==> config.mk <==
export PLATFORM = sky130hd
export DESIGN_NAME = led_activity_blinker
export DESIGN_NICKNAME = d
export VERILOG_FILES = /design/src/rtl/led_activity_blinker.sv
export SDC_FILE = /design/constraint.sdc
export NUM_CORES = 1
export LEC_CHECK = 0
export ABC_AREA = 1
export ABC_CLOCK_PERIOD_IN_PS = 1700
export BUFFER_PORTS_ARGS = -buffer_cell sky130_fd_sc_hd__buf_2
export CAP_MARGIN = 40
export CELL_PAD_IN_SITES_DETAIL_PLACEMENT = 1
export CELL_PAD_IN_SITES_GLOBAL_PLACEMENT = 2
export CORE_MARGIN = 2
export CORE_UTILIZATION = 33
export DETAILED_ROUTE_END_ITERATION = 10
export GPL_TIMING_DRIVEN = 1
export PLACE_DENSITY_LB_ADDON = 0.1
export SYNTH_ARGS = -nofsm -noshare
export SYNTH_HDL_FRONTEND = slang
export SYNTH_SLANG_ARGS = --single-unit
==> constraint.sdc <==
create_clock -name sys_clk -period 1.7 [get_ports sys_clk]
set_input_delay 0.17 -clock sys_clk [delete_from_list [all_inputs] [get_ports sys_clk]]
set_output_delay 0.17 -clock sys_clk [all_outputs]
set_load 0.005 [all_outputs]
==> src/rtl/led_activity_blinker.sv <==
// Multi-channel LED driver: per-channel off/on/blink/event-stretch modes,
// shared free-running counter for blink phase and a wrap heartbeat pulse.
module led_activity_blinker #(
  parameter int unsigned N_CH        = 3,
  parameter int unsigned CNT_W       = 27,
  parameter int unsigned DIV_BIT     = 26,
  parameter int unsigned STRETCH_W   = 24,
  parameter int unsigned STRETCH_LEN = 5_000_000,
  parameter int unsigned ALT_PHASE   = 1
) (
  input  logic                sys_clk,
  input  logic                sys_rst_n,
  input  logic [2*N_CH-1:0]   mode,
  input  logic [N_CH-1:0]     evt,
  output logic [N_CH-1:0]     led,
  output logic                heartbeat
);

  typedef enum logic [1:0] {
    MODE_OFF   = 2'b00,
    MODE_ON    = 2'b01,
    MODE_BLINK = 2'b10,
    MODE_EVENT = 2'b11
  } mode_e;

  localparam logic [STRETCH_W-1:0] LP_LEN = STRETCH_W'(STRETCH_LEN);

  logic [CNT_W-1:0]     r_cnt;
  logic [CNT_W-1:0]     w_cnt_next;
  logic                 w_hb_next;
  logic [N_CH-1:0]      r_s1, r_s2, r_s3;
  logic [N_CH-1:0]      w_rise;
  logic [STRETCH_W-1:0] r_st      [N_CH];
  logic [STRETCH_W-1:0] w_st_next [N_CH];
  logic [N_CH-1:0]      w_led_next;
  mode_e                w_mode;

  assign w_cnt_next = r_cnt + 1'b1;
  assign w_hb_next  = (w_cnt_next == '0);
  assign w_rise     = r_s2 & ~r_s3;

  // LED is computed from next-state values so it lines up with the edge
  // where the counter / stretch register takes its new value.
  always_comb begin
    w_led_next = '0;
    w_mode     = MODE_OFF;
    for (int unsigned i = 0; i < N_CH; i++) begin
      w_st_next[i] = r_st[i];
      if (w_rise[i])
        w_st_next[i] = LP_LEN;
      else if (r_st[i] != '0)
        w_st_next[i] = r_st[i] - 1'b1;

      w_mode = mode_e'(mode[2*i +: 2]);
      case (w_mode)
        MODE_OFF:   w_led_next[i] = 1'b0;
        MODE_ON:    w_led_next[i] = 1'b1;
        MODE_BLINK: w_led_next[i] = w_cnt_next[DIV_BIT] ^ ((ALT_PHASE != 0) & i[0]);
        MODE_EVENT: w_led_next[i] = (w_st_next[i] != '0);
        default:    w_led_next[i] = 1'b0;
      endcase
    end
  end

  always_ff @(posedge sys_clk or negedge sys_rst_n) begin
    if (!sys_rst_n) begin
      r_cnt     <= '0;
      heartbeat <= 1'b0;
      led       <= '0;
      r_s1      <= '0;
      r_s2      <= '0;
      r_s3      <= '0;
      r_st      <= '{default: '0};
    end else begin
      r_cnt     <= w_cnt_next;
      heartbeat <= w_hb_next;
      led       <= w_led_next;
      r_s1      <= evt;
      r_s2      <= r_s1;
      r_s3      <= r_s2;
      r_st      <= w_st_next;
    end
  end

endmodule

==> results of run 1 <==
[cell families (layout without fill, tap and decap cells)]
family                     after synthesis  in the layout  synth area share (%)
AOI/OAI and AO/OA                       19             19                  1.43
xor gates and xnor gates                32             32                  4.06
adders and majority gates                7              7                  1.23
buffers and inverters                  168            538                  9.20
DFF                                    112            112                  39.5
and+or+nand+nor                        691            692                  44.6
[critical path, delay by kind of cell (launching register included)]
kind | cells | cell delay, ns
simple gates | 9 | 0.96
buf+inv | 3 | 0.41
flops | 1 | 0.39
fa+ha+maj | 1 | 0.16
[power by group through the flow]
| stage | Sequential, mW | Clock (mW) | Combinational (mW) |
|---|---|---|---|
| after global placement | 3.20 | 0 | 3.09 |
| after floorplan | 3.16 | 0 | 1.44 |
| after CTS | 3.22 | 2.50 | 3.64 |
| final | 3.28 | 2.44 | 4.07 |
| after detailed placement | 3.21 | 0 | 3.18 |
| after global routing | 3.31 | 2.59 | 4.47 |
[worst paths after layout]
path	endpoint	slack [ns]	depth (start not counted)
max	led[1]	-0.35	13
min	led[2]	0.13	5
max reg2reg	led[1]	-0.35	13
min reg2reg	r_s2[2]	0.36	0
max in group asynchronous	r_cnt[8]	0.91	3
min in group asynchronous	r_st[60]	0.21	2
[synth_stat cells (all sizes together)]
cell type | count | area (sq um)
nor3 | 10 | 70.1
a21oi | 9 | 45.0
nor2 | 206 | 915
ha | 7 | 87.6
xnor2 | 14 | 123
o21bai | 1 | 11.3
nand3 | 123 | 663
nor3b | 1 | 7.51
nor4 | 1 | 6.26
dfrtp | 112 | 2800
nand4 | 29 | 181
nand3b | 19 | 143
o21ai | 9 | 45.0
inv | 153 | 574
clkbuf | 5 | 18.8
clkinv | 5 | 20.0
xor2 | 18 | 165
nand2 | 299 | 1160
buf | 5 | 40.0
and2 | 3 | 18.8
[cells in the final DEF (no fill, tap or decap), types with 10 or more instances in the layout]
master / Yosys / final
buf_2: 2 / 13
buf_4: 1 / 320
buf_6: 2 / 21
dfrtp_1: 112 / 105
inv_1: 153 / 141
inv_2: 0 / 11
nand2_1: 290 / 240
nand2_2: 6 / 46
nand2_4: 3 / 12
nand3_1: 115 / 88
nand3_2: 7 / 26
nand3_4: 1 / 10
nand3b_1: 19 / 19
nand4_1: 29 / 29
nor2_1: 176 / 104
nor2_2: 22 / 57
nor2_4: 5 / 42
xnor2_1: 14 / 10
xor2_1: 17 / 14
[registers in the layout, indices dropped and copies added (netlist names)]
signal     flops
r_st          72
r_cnt         27
led            3
r_s1           3
r_s2           3
r_s3           3
heartbeat      1
[layer usage]
layer	routed length [um]	up-vias
li1	-	3931
met1	12100	3878
met2	13600	69
met3	453	29
met4	456	0
met5	0	-
[final cells by class]
class / instances / area, sq um / share of cell area [%]
Multi-Input combinational cell: 750 / 4580 / 39.7
Timing Repair Buffer: 365 / 2880 / 25.0
Sequential cell: 112 / 2810 / 24.3
Inverter: 158 / 603 / 5.22
Tap cell: 275 / 344 / 2.98
Clock buffer: 9 / 225 / 1.95
Clock inverter: 6 / 101 / 0.877
[through the flow]
step / setup WS, ns / utilization, % / hold slack, ns
floorplan: -0.00223 / - / -0.126
global placement: -0.467 / 46.4 / 0.0598
detailed placement: -0.484 / 46.4 / 0.0573
CTS: -0.270 / 51.3 / 0.147
global route: -0.483 / 54.8 / 0.157
finish: -0.349 / 54.8 / 0.125
[repair_timing]
action,in CTS,in global routing
hold endpoints to repair,45,0
endpoints found under the setup margin,19,41
gates cloned,1,0
buffers inserted,29,25
hold buffers,4,0
gates resized for setup,128,148
pin swaps,53,67
==> flow_summary_export.csv, run 1 <==
group,metric,value,unit
status,status,"finished, violations left",
status,violations,"negative setup slack",
global_routing,top_usage_layer,"met2",
sta,worst_pin_slew,0.511,ns
setup_path,cpPeakStageDelay,0.39,ns
logic_synthesis,seq_area_frac_synth,39.5,%
cells_and_area,fillCellCount,2631,
sta,drv_slew,0,
floorplanning,dieArea,22700,sq um
cells_and_area,instances_no_fill,1675,
global_routing,antenna_found_initial,0,
power_and_ir_drop,combPwrFrac,41.6,%
logic_synthesis,synth_warnings,0,
cells_and_area,area_growth,62.8,%
setup_path,crit_arrival,2.31,ns
sta,layout_setup_ws,-0.349,ns
logic_synthesis,synth_area,7100,sq um
floorplanning,initial_core_util,33.7,%
floorplanning,io_pins,15,
setup_path,path_cells,"inv_2 > ha_4 > nand2_1 > nor2_2 > nand3_4 > buf_12 > buf_12 > nand2_2 > nand3_1 > nor2_1 > nand3_2 > nor2_1 > nor2_1",
floorplanning,die_height,151,um
setup_path,critPathLaunch,"r_st[24]",
cells_and_area,final_layout_size_suffix_gt1_share,44.2,%
power_and_ir_drop,internal_power,6.19,mW
sta,fin_crit_sh,121,%
global_routing,grt_overflow,0,
logic_synthesis,ys_seq_elements,112,
power_and_ir_drop,seq_power_share,33.5,%
sta,setup_violations,11,
sta,max_freq,488,MHz
logic_synthesis,synthCells,1029,
drt,firstDrtPassIters,5,
clock_tree,clkLatencyLatePin,0.37,ns
sta,rsz0062_at_grt,"true",
place,gp_congestion,0.827,
clock_tree,path_clk_slew,0.08,ns
clock_tree,clockRootBuffer,"clkbuf_16",
clock_tree,cts_tree,"yes",
global_routing,met2_usage,41.8,%
power_and_ir_drop,leakage,5.99,nW
sta,skew,0.00774,ns
power_and_ir_drop,switchingPower,3.59,mW
drt,drc,0,
drt,wl_per_cell,15.9,um
global_routing,met3_usage,2.45,%
clock_tree,numCtsBuffers,9,
cells_and_area,fin_area,11600,sq um
cells_and_area,nets,1414,
setup_path,cpMostUsedCell,"nor2_1",
sta,finalHoldViolCount,0,
drt,drt_iter0_markers,373,
setup_path,worstSetupPathType,"reg -> reg",
place,dp_hpwl,19.2,mm
setup_path,crit_required,1.96,ns
floorplanning,fp.dieW,151,um
floorplanning,rows,53,
place,io_buffer_count,14,
setup_path,critPathLaunchType,"flip-flop",
clock_tree,max-clock-path-buffers,2,
logic_synthesis,mappedNetlistNets,1047,
setup_path,r2r-start,"r_st[24]",
setup_path,path_max_fanout,8,
drt,routed-via-count,7907,
global_routing,grt_pass1_vias,8434,
logic_synthesis,synthDistinctLibCells,32,
power_and_ir_drop,vdd_drop_max,0.000676,V
min_path,hp-start,"mode[4]",
run,drv_cap,0,
drt,wirelength,26.6,mm
cells_and_area,n_antenna_cell,0,
sta,setup_tns,-1.70,ns
floorplanning,core_region_area,21100,sq um
global_routing,grt_first_pass_wirelength,41.8,mm
global_routing,grt_max_degree,48,
clock_tree,clock_sinks,112,
place,placed_area,9780,sq um
setup_path,cp_slowest_cell,"dfrtp_1",
power_and_ir_drop,netSwitchingFraction,36.7,%
global_routing,grt_util_all_layers,23.6,%
power_and_ir_drop,pwr_density_cell,847,nW/um^2
power_and_ir_drop,fin_total_pwr,9.78,mW
logic_synthesis,avgSynthCellArea,6.90,sq um
drt,postRouteAntennaNets,0,
power_and_ir_drop,clkPwrFrac,24.9,%
clock_tree,h-tree-depth,3,
setup_path,endpoint_kind,"flip-flop",
place,dp.cells,1605,
sta,slew_headroom,65.9,%
min_path,hold_class,"in -> reg",
global_routing,met1_usage,30.9,%
sta,period_minus_slack,2.05,ns
drt,vias_per_cell,4.72,
No activity file was read; power rests on OpenSTA's default activity.
==> run 2: changes to the inputs <==
--- a/config.mk
+++ b/config.mk
@@ -16,6 +16,8 @@
 export DETAILED_ROUTE_END_ITERATION = 10
 export GPL_TIMING_DRIVEN = 1
 export PLACE_DENSITY_LB_ADDON = 0.1
+export RECOVER_POWER = 50
 export SYNTH_ARGS = -nofsm -noshare
 export SYNTH_HDL_FRONTEND = slang
 export SYNTH_SLANG_ARGS = --single-unit
+export TNS_END_PERCENT = 10
==> run 2 against run 1 <==
Against the previous run:
- the run still ends with negative setup slack left
- via count fell by 3.8%
- setup slack improved by 0.063 ns
- die area did not move
- sequential power barely moved
- combinational power fell by 9.3%
- non-clock buffer count fell by 34
- sequential share of layout area rose by 1.3 points
- critical path depth rose by 1
- utilization fell by 3.0 points
- clock skew rose by 0.0074 ns
- global-route usage fell by 1.5 points
- clock-buffer cell count did not move
==> flow_summary_export.csv, run 2 (synthesis gave the netlist of run 1 again) <==
group,metric,value,unit
power_and_ir_drop,clkPwrFrac,23.7,%
place,dp_hpwl,18.7,mm
power_and_ir_drop,switchingPower,3.36,mW
setup_path,cp_slowest_cell,"dfrtp_1",
cells_and_area,regMostFlops,"r_st",
drt,drt_iter0_markers,250,
setup_path,endpoint_kind,"flip-flop",
floorplanning,rows,53,
cells_and_area,final_layout_size_suffix_gt1_share,38.2,%
run,drv_cap,0,
power_and_ir_drop,seq_power_share,35.7,%
status,violations,"negative setup slack",
cells_and_area,nets,1380,
clock_tree,h-tree-depth,3,
setup_path,r2r-start,"r_st[50]",
sta,fin_crit_sh,117,%
cells_and_area,area_growth,53.9,%
power_and_ir_drop,combPwrFrac,40.6,%
sta,drv_slew,0,
sta,finalHoldViolCount,0,
sta,worst_pin_slew,0.641,ns
setup_path,path_cells,"nor2_2 > buf_6 > nand2_1 > nor2_4 > nand3_4 > buf_4 > buf_4 > nand2_1 > nand3_1 > nand3b_1 > nor2_1 > nand3_1 > nor2_1 > nor2_1",
clock_tree,clkLatencyLatePin,0.37,ns
global_routing,grt_max_degree,39,
setup_path,cpPeakStageDelay,0.42,ns
drt,firstDrtPassIters,4,
setup_path,crit_required,2.00,ns
clock_tree,numCtsBuffers,9,
sta,max_freq,504,MHz
min_path,hp-start,"mode[4]",
status,status,"finished, violations left",
sta,skew,0.0151,ns
clock_tree,cts_tree,"yes",
setup_path,cpMostUsedCell,"nor2_1",
setup_path,critPathLaunchType,"flip-flop",
power_and_ir_drop,netSwitchingFraction,36.9,%
global_routing,grt_overflow,0,
drt,routed-via-count,7610,
cells_and_area,largest_register_ffs,72,
sta,layout_setup_ws,-0.286,ns
place,placed_area,9740,sq um
setup_path,critPathLaunch,"r_st[50]",
place,io_buffer_count,14,
cells_and_area,n_antenna_cell,0,
setup_path,path_max_fanout,5,
sta,setup_tns,-1.37,ns
power_and_ir_drop,leakage,5.72,nW
floorplanning,fp.dieW,151,um
global_routing,antenna_found_initial,0,
min_path,hold_class,"in -> reg",
cells_and_area,reg.largest.list,"r_st (72), r_cnt (27)",
drt,vias_per_cell,4.63,
cells_and_area,mostFrequentLayoutCells,"buf_4 (293), nand2_1 (262), inv_1 (146)",
floorplanning,initial_core_util,33.7,%
floorplanning,dieArea,22700,sq um
floorplanning,core_region_area,21100,sq um
floorplanning,die_height,151,um
drt,wl_per_cell,15.0,um
global_routing,grt_pass1_vias,7863,
global_routing,grt_first_pass_wirelength,39.4,mm
drt,drc,0,
power_and_ir_drop,vdd_drop_max,0.000647,V
setup_path,crit_arrival,2.28,ns
clock_tree,clock_sinks,112,
place,gp_congestion,0.836,
drt,postRouteAntennaNets,0,
floorplanning,io_pins,15,
clock_tree,clockRootBuffer,"clkbuf_16",
power_and_ir_drop,fin_total_pwr,9.10,mW
drt,wirelength,24.6,mm
place,place_ws,-0.504,ns
clock_tree,max-clock-path-buffers,2,
cells_and_area,final_common_cell,"buf_4",
power_and_ir_drop,internal_power,5.74,mW
clock_tree,path_clk_slew,0.09,ns
setup_path,worstSetupPathType,"reg -> reg",
power_and_ir_drop,pwr_density_cell,833,nW/um^2
sta,rsz0062_at_grt,"true",
cells_and_area,fin_util,51.8,%
global_routing,grt_util_all_layers,22.1,%
sta,setup_violations,9,
cells_and_area,fin_area,10900,sq um
sta,period_minus_slack,1.99,ns
sta,slew_headroom,57.3,%
[run 2: cell count changes in the layout (fill, tap and decap cells not counted), sizes merged]
cell and delta:
buf -38, clkbuf +4, bufinv -2, clkinv +2, clkinvlp +1
[run 2: metrics by stage]
step                hold WS, ns  std cells
global placement          0.105       1600
detailed placement        0.106       1600
floorplan                -0.126       1029
global route              0.136       1642
CTS                      0.0934       1627
finish                    0.106       1642
[run 2: path summary, 6_finish.rpt]
path / endpoint / slack [ns] / cells past startpoint
setup / recovery: led[0] / -0.29 / 14
hold / removal: led[2] / 0.11 / 5
setup reg to reg: led[0] / -0.29 / 14
hold reg to reg: r_s2[1] / 0.36 / 0
max in group asynchronous: r_cnt[6] / 0.29 / 3
min in group asynchronous: r_st[66] / 0.34 / 2
[run 2: repair_timing]
item / CTS / global route
endpoints found under the hold margin: 21 / 0
hold buffers: 4 / 0
pin swaps: 19 / 42
setup endpoints to repair: 30 / 49
gates resized for setup: 68 / 117
setup buffers: 6 / 15
gates cloned: 1 / 0
[run 2: cell type report]
type | instances | area [sq um]
fill | 2665 | 10200
multi-input combinational | 750 | 4340
sequential | 112 | 2800
timing repair buffer | 331 | 2550
inverter | 158 | 603
tap | 275 | 344
clock buffer | 9 | 225
clock inverter | 7 | 60.1
[run 2: power groups by stage]
stage               Clock (mW)  Combinational [mW]  Sequential [mW]
floorplan                    0                1.44             3.16
global placement             0                3.08             3.20
detailed placement           0                3.14             3.21
CTS                       2.27                3.39             3.19
global route              2.36                4.09             3.28
finish                    2.16                3.69             3.25
[run 2: layer usage]
layer  wire length [um]  share of wire (%)  GRT usage [%]  vias up
met5                  0                  0              0        -
met4                153               0.62           3.55        0
met3                317                1.3           2.61       13
met2              12300                 50           38.8       46
met1              11800                 48           29.8     3684
li1                   -                  -              -     3867
[run 2: critical path, delay by kind of cell (launching register included)]
family,cells,cell delay [ns]
and+or+nand+nor,11,1.01
DFF,1,0.42
buffers and inverters,3,0.46
